<file path="src/rtl/div_pkg.sv">
// Shared types and constants for the iterative 32-bit divide/remainder unit.
package div_pkg;

  localparam int DIV_XLEN  = 32;
  localparam int DIV_ITERS = 32;

  localparam logic [DIV_XLEN-1:0] DIV_Q_DIV0  = 32'hFFFF_FFFF;
  localparam logic [DIV_XLEN-1:0] DIV_INT_MIN = 32'h8000_0000;

  // Encoding matches the RV32M funct3 low bits: bit0 = unsigned, bit1 = remainder.
  typedef enum logic [1:0] {
    OP_DIV  = 2'b00,
    OP_DIVU = 2'b01,
    OP_REM  = 2'b10,
    OP_REMU = 2'b11
  } div_op_e;

  typedef enum logic [2:0] {
    S_IDLE   = 3'd0,
    S_PREP_A = 3'd1,
    S_PREP_B = 3'd2,
    S_ITER   = 3'd3,
    S_FIX    = 3'd4,
    S_DONE   = 3'd5
  } div_state_e;

  function automatic logic op_is_signed(input div_op_e op);
    return ~op[0];
  endfunction

  function automatic logic op_is_rem(input div_op_e op);
    return op[1];
  endfunction

endpackage

</file>
<file path="src/rtl/sub32.sv">
// Plain 32-bit subtractor: rd = rs1 - rs2 (modulo 2^32).
module sub32 (
  input  logic [31:0] rs1,
  input  logic [31:0] rs2,
  output logic [31:0] rd
);

  assign rd = rs1 - rs2;

endmodule

</file>
<file path="src/rtl/div32_seq.sv">
// Iterative RV32M DIV/DIVU/REM/REMU unit. One shared subtractor handles
// operand magnitude, 32 restoring-division steps and the final sign fix-up.
//
// Handshakes: a request transfers on a rising edge where start_valid and
// start_ready are both 1; a result transfers on a rising edge where
// res_valid and res_ready are both 1. rd/res_valid hold steady until then.
module div32_seq
  import div_pkg::*;
(
  input  logic                clk,
  input  logic                rst,
  input  logic                start_valid,
  output logic                start_ready,
  input  logic [1:0]          op,
  input  logic [DIV_XLEN-1:0] rs1,
  input  logic [DIV_XLEN-1:0] rs2,
  output logic                res_valid,
  input  logic                res_ready,
  output logic [DIV_XLEN-1:0] rd,
  output logic                busy
);

  div_state_e          state;
  div_op_e             op_q;
  logic [DIV_XLEN-1:0] a_q;      // dividend as accepted
  logic [DIV_XLEN-1:0] b_q;      // divisor as accepted
  logic [DIV_XLEN-1:0] q;        // |dividend| shifting out, quotient shifting in
  logic [DIV_XLEN-1:0] b_abs;
  // The partial remainder always ends a step below |divisor|, so its top bit
  // is 0 after every step; only the low 32 bits are kept.
  logic [DIV_XLEN-1:0] r_lo;
  logic [4:0]          cnt;
  logic                a_neg;
  logic                b_neg;

  logic [DIV_XLEN-1:0] sub_a;
  logic [DIV_XLEN-1:0] sub_b;
  logic [DIV_XLEN-1:0] sub_d;
  logic [DIV_XLEN:0]   r_sh;
  logic                take;
  logic                sgn;
  logic                is_rem;
  logic                div0;
  logic                ovf;
  logic [DIV_XLEN-1:0] special_val;
  logic [DIV_XLEN-1:0] fix_sel;
  logic                fix_neg;

  sub32 u_sub (
    .rs1 (sub_a),
    .rs2 (sub_b),
    .rd  (sub_d)
  );

  // Datapath decode and the state-selected subtractor operand mux.
  always_comb begin
    sgn         = op_is_signed(op_q);
    is_rem      = op_is_rem(op_q);
    r_sh        = {r_lo, q[DIV_XLEN-1]};
    take        = r_sh[DIV_XLEN] | (r_sh[DIV_XLEN-1:0] >= b_abs);
    div0        = (b_q == '0);
    ovf         = sgn && (a_q == DIV_INT_MIN) && (b_q == '1);
    special_val = div0 ? (is_rem ? a_q : DIV_Q_DIV0)
                       : (is_rem ? '0  : DIV_INT_MIN);
    fix_sel     = is_rem ? r_lo : q;
    fix_neg     = sgn && (is_rem ? a_neg : (a_neg ^ b_neg));
    sub_a       = '0;
    sub_b       = '0;
    case (state)
      S_PREP_A: sub_b = a_q;
      S_PREP_B: sub_b = b_q;
      S_ITER: begin
        sub_a = r_sh[DIV_XLEN-1:0];
        sub_b = b_abs;
      end
      S_FIX:    sub_b = fix_sel;
      default: begin
        sub_a = '0;
        sub_b = '0;
      end
    endcase
  end

  // Control FSM with the datapath registers and registered result.
  always_ff @(posedge clk) begin
    if (rst) begin
      state     <= S_IDLE;
      op_q      <= OP_DIV;
      a_q       <= '0;
      b_q       <= '0;
      q         <= '0;
      b_abs     <= '0;
      r_lo      <= '0;
      cnt       <= '0;
      a_neg     <= 1'b0;
      b_neg     <= 1'b0;
      rd        <= '0;
      res_valid <= 1'b0;
    end else begin
      case (state)
        S_IDLE: begin
          if (start_valid) begin
            op_q  <= div_op_e'(op);
            a_q   <= rs1;
            b_q   <= rs2;
            state <= S_PREP_A;
          end
        end
        S_PREP_A: begin
          a_neg <= sgn & a_q[DIV_XLEN-1];
          q     <= (sgn & a_q[DIV_XLEN-1]) ? sub_d : a_q;
          state <= S_PREP_B;
        end
        S_PREP_B: begin
          if (div0 || ovf) begin
            rd        <= special_val;
            res_valid <= 1'b1;
            state     <= S_DONE;
          end else begin
            b_neg <= sgn & b_q[DIV_XLEN-1];
            b_abs <= (sgn & b_q[DIV_XLEN-1]) ? sub_d : b_q;
            r_lo  <= '0;
            cnt   <= '0;
            state <= S_ITER;
          end
        end
        S_ITER: begin
          q    <= {q[DIV_XLEN-2:0], take};
          r_lo <= take ? sub_d : r_sh[DIV_XLEN-1:0];
          cnt  <= cnt + 5'd1;
          if (cnt == 5'(DIV_ITERS - 1)) state <= S_FIX;
        end
        S_FIX: begin
          rd        <= fix_neg ? sub_d : fix_sel;
          res_valid <= 1'b1;
          state     <= S_DONE;
        end
        S_DONE: begin
          if (res_ready) begin
            res_valid <= 1'b0;
            state     <= S_IDLE;
          end
        end
        default: state <= S_IDLE;
      endcase
    end
  end

  assign busy        = (state != S_IDLE);
  assign start_ready = (state == S_IDLE) && !rst;

endmodule

</file>
<file path="config.mk">
export PLATFORM = sky130hd
export DESIGN_NAME = div32_seq
export DESIGN_NICKNAME = d
export VERILOG_FILES = /design/src/rtl/div_pkg.sv /design/src/rtl/sub32.sv /design/src/rtl/div32_seq.sv
export SDC_FILE = /design/constraint.sdc
export NUM_CORES = 1
export LEC_CHECK = 0
export ABC_AREA = 1
export CAP_MARGIN = 10
export CORE_ASPECT_RATIO = 1.25
export CORE_MARGIN = 2
export CORE_UTILIZATION = 50
export CTS_BUF_LIST = sky130_fd_sc_hd__clkbuf_8 sky130_fd_sc_hd__clkbuf_16
export CTS_CLUSTER_DIAMETER = 60
export DETAILED_ROUTE_END_ITERATION = 7
export PLACE_DENSITY = 0.7
export SYNTH_ARGS = -nofsm -noshare
export SYNTH_HDL_FRONTEND = slang
export SYNTH_SLANG_ARGS = --single-unit
export TNS_END_PERCENT = 10
</file>
<file path="constraint.sdc">
create_clock -name clk -period 4.9 [get_ports clk]
set_input_delay 0.98 -clock clk [delete_from_list [all_inputs] [get_ports clk]]
set_output_delay 0.98 -clock clk [all_outputs]
set_load 0.01 [all_outputs]
</file>
==> reports/results.md <==
## Run status
- **status** complete, no violations

## Layout
- **Finished Cell Area** 0.0159 mm^2
- **Ant. Diodes** 0
- **leading cell types in the layout, fill and taps excluded** nand2_1 (590), inv_1 (311), a21oi_1 (280)
- **filler-free cell count of the finished design** 2682
- **area overhead of the layout relative to synthesis** 14.8%
- **most common library cell in the layout ignoring fill and taps** nand2_1
- **utilization of the core after routing** 58.0%
- **fill count** 2781
- **fraction of final layout cells sized beyond drive strength 1** 4.97%
- **# nets final** 2452

## Timing
- **ratio of final minimum period to clock period** 89.0%
- **maximum frequency from static timing analysis** 229 MHz
- **post-layout minimum cycle time** 4.36 ns
- **final setup violating endpoints** 0
- **setup repair after global routing missed its margin** no
- **max_slew headroom** 39.0%
- **number of slew-limit violations in the final report** 0
- **final setup TNS** 0 ns
- **worst-case clock skew** 0.0157 ns
- **Final Hold Violating Endpoints** 0
- **worst setup slack after layout** 0.539 ns
- **Worst-Margin Slew** 0.912 ns

## Critical path
- **CP endpoint kind** register
- **Crit path required time** 5.33 ns
- **biggest fanout along the worst timing path** 28
- **worst setup path class** register to register
- **category of the worst setup path launch point** register
- **arrival time worst endpoint** 4.79 ns

## Placement
- **total placed cells including tap cells** 2638
- **detailed-placement wirelength estimate** 42000 um
- **IO Port Bufs** 104
- **final weighted congestion of routability-driven global placement** 1.00
- **setup slack at placement** 0.768 ns
- **Area after DPL** 0.0152 mm^2

## GRT
- **vias in the first global route** 14800
- **pin count of the biggest net entering global routing** 74
- **GR Overflow Total** 0
- **global-route total usage across every layer** 38.6%
- **global-route wire length before repair** 86900 um
- **number of antenna violations at the first check in global routing** 1

## Pwr
- **peak supply drop** 1100 uV
- **Reg power frac** 19.9%
- **Logic pwr share** 65.1%
- **Pwr per Cell Area** 755 mW/mm^2
- **Internal** 5150 uW
- **net switching share of the total power** 57.1%
- **net load switching power** 6870 uW
- **leakage power summed over all cells** 0.00684 uW
- **clock network fraction of total power** 15.0%

## Floorplan
- **count of pins on the block boundary** 105
- **Die Width** 153 um
- **Die ar.** 0.0291 mm^2
- **die extent in y** 190 um
- **placement row count** 68
- **Initial Utilization** 50.5%
- **core area** 0.0275 mm^2

## Synth
- **Mapped Nets** 2402
- **Post-Syn Area** 0.0139 mm^2
- **Syn. warnings** 0
- **Syn Area/Cell** 6.13 um^2
- **register area share after synthesis** 29.6%
- **post-synthesis cell count** 2265
- **flop and latch count out of synthesis** 205
- **Main synth FF type** dfxtp_1
- **share of async-settable or async-resettable flops after synthesis** 0%
- **distinct cell type count of the synthesized netlist** 46
- **number of enable flip-flop cells after synthesis** 0

## Drt
- **Residual DRC** 0
- **count of nets left with antenna violations after detail routing** 0
- **routed wire length** 57000 um
- **1st-iter DRT viols** 1938
- **ratio of routed vias to standard cells** 5.85
- **via count of the routed design** 15700
- **Wirelength per Cell** 21.3 um
- **number of search-and-repair iterations in the first detailed-routing pass** 6

## Clocking
- **Setup Buffers After CTS** 0
- **H-tree level count** 1
- **Clock Root Buffer** clkbuf_16
- **Clk pin slew, worst setup/hold paths** 0.06 ns
- **deepest clock path buffer count** 3
- **Hold Buf Count CTS** 0
- **Resized Gates After CTS** 0
- **TritonCTS clock tree** done
- **Worst-Skew Late Latency** 0.54 ns
- **total number of clock tree sinks** 205
- **number of clock buffers inserted by TritonCTS** 25

## Run
- **number of violations of the max-capacitance limit** 0

## Min path
- **Hold Path Class** register to register

[logic make-up (layout without fill, tap and decap cells)]
group	Yosys count	in the layout	share of synthesized area, %
adders and majority gates	67	67	6.09
xor gates and xnor gates	13	13	0.820
AOI/OAI and AO/OA	597	597	23.2
buffers and inverters	442	509	12.6
and+or+nand+nor	941	941	27.8
DFF	205	205	29.6
[area by class of cell]
type,count,area [um^2],share of cell area (%)
repair buffers,138,1330,8.36
flip-flops and latches,205,4110,25.8
inverters,327,1230,7.71
multi-input cells,1618,8050,50.6
clock buffers,26,639,4.01
well taps,350,438,2.75
clock inverters,18,134,0.840
[cell usage after synthesis (12+ instances only)]
cell type | instances | area share, %
ha_1 | 66 | 6.0
nand3_1 | 92 | 3.3
buf_2 | 27 | 0.97
a211oi_1 | 12 | 0.65
nor2_1 | 193 | 5.2
a21oi_1 | 280 | 10
inv_1 | 309 | 8.4
nand2_1 | 590 | 16
inv_2 | 16 | 0.43
o21ai_0 | 209 | 7.5
a221oi_1 | 24 | 1.5
nand4_1 | 26 | 1.2
clkbuf_1 | 74 | 2.0
o22ai_1 | 37 | 1.7
dfxtp_1 | 205 | 30
[registers in the layout, summed over array words and instances (netlist names)]
register / cells
state: 3
op_q: 2
q: 32
b_abs: 32
cnt: 5
rd: 32
r_lo: 32
b_neg: 1
a_q: 32
b_q: 32
res_valid: 1
a_neg: 1
[stage by stage]
step	total power, uW	hold WS (ns)
2_1_floorplan	7350	0.439
3_3_place_gp	10000	0.451
3_5_place_dp	10100	0.455
4_1_cts	11900	0.464
5_1_grt	12700	0.475
6_report	12000	0.463
[worst max-delay path, cell delays in order (launching register included)]
cell	delay [ns]
dfxtp_1	0.38
inv_2	0.10
nand2_4	0.31
inv_2	0.29
nand2_2	0.21
inv_1	0.07
buf_4	0.24
a221oi_1	0.49
ha_1	0.38
nand2_1	0.18
inv_1	0.07
a21oi_1	0.15
nand2_1	0.19
xnor2_1	0.42
inv_1	0.10
o21ai_0	0.39
nand2_1	0.10
nor2_1	0.10
nor2_1	0.06
[final timing paths]
kind,start,end,slack [ns],cells past startpoint
max,state[2],rd[8],0.54,18
min reg2reg,b_abs[22],b_abs[22],0.46,2
max reg2reg,state[2],rd[8],0.54,18
min,b_abs[22],b_abs[22],0.46,2
[power by group through the flow]
stage | Combinational (uW) | Clock (uW) | Sequential (uW)
6_report | 7830 | 1800 | 2400
4_1_cts | 7670 | 1800 | 2380
3_5_place_dp | 7640 | 0 | 2410
5_1_grt | 8390 | 1870 | 2420
3_3_place_gp | 7590 | 0 | 2410
2_1_floorplan | 5070 | 0 | 2280
[routing by layer]
layer	GRT usage, %	share of wire, %	vias to the layer above	wire length, um
met5	0	0	-	0
met4	15.0	4.1	0	2350
met3	9.05	12	151	6770
met2	56.2	41	920	23200
met1	55.0	43	7124	24700
li1	-	-	7483	-
Note: power is estimated with default switching activity, not from simulation.
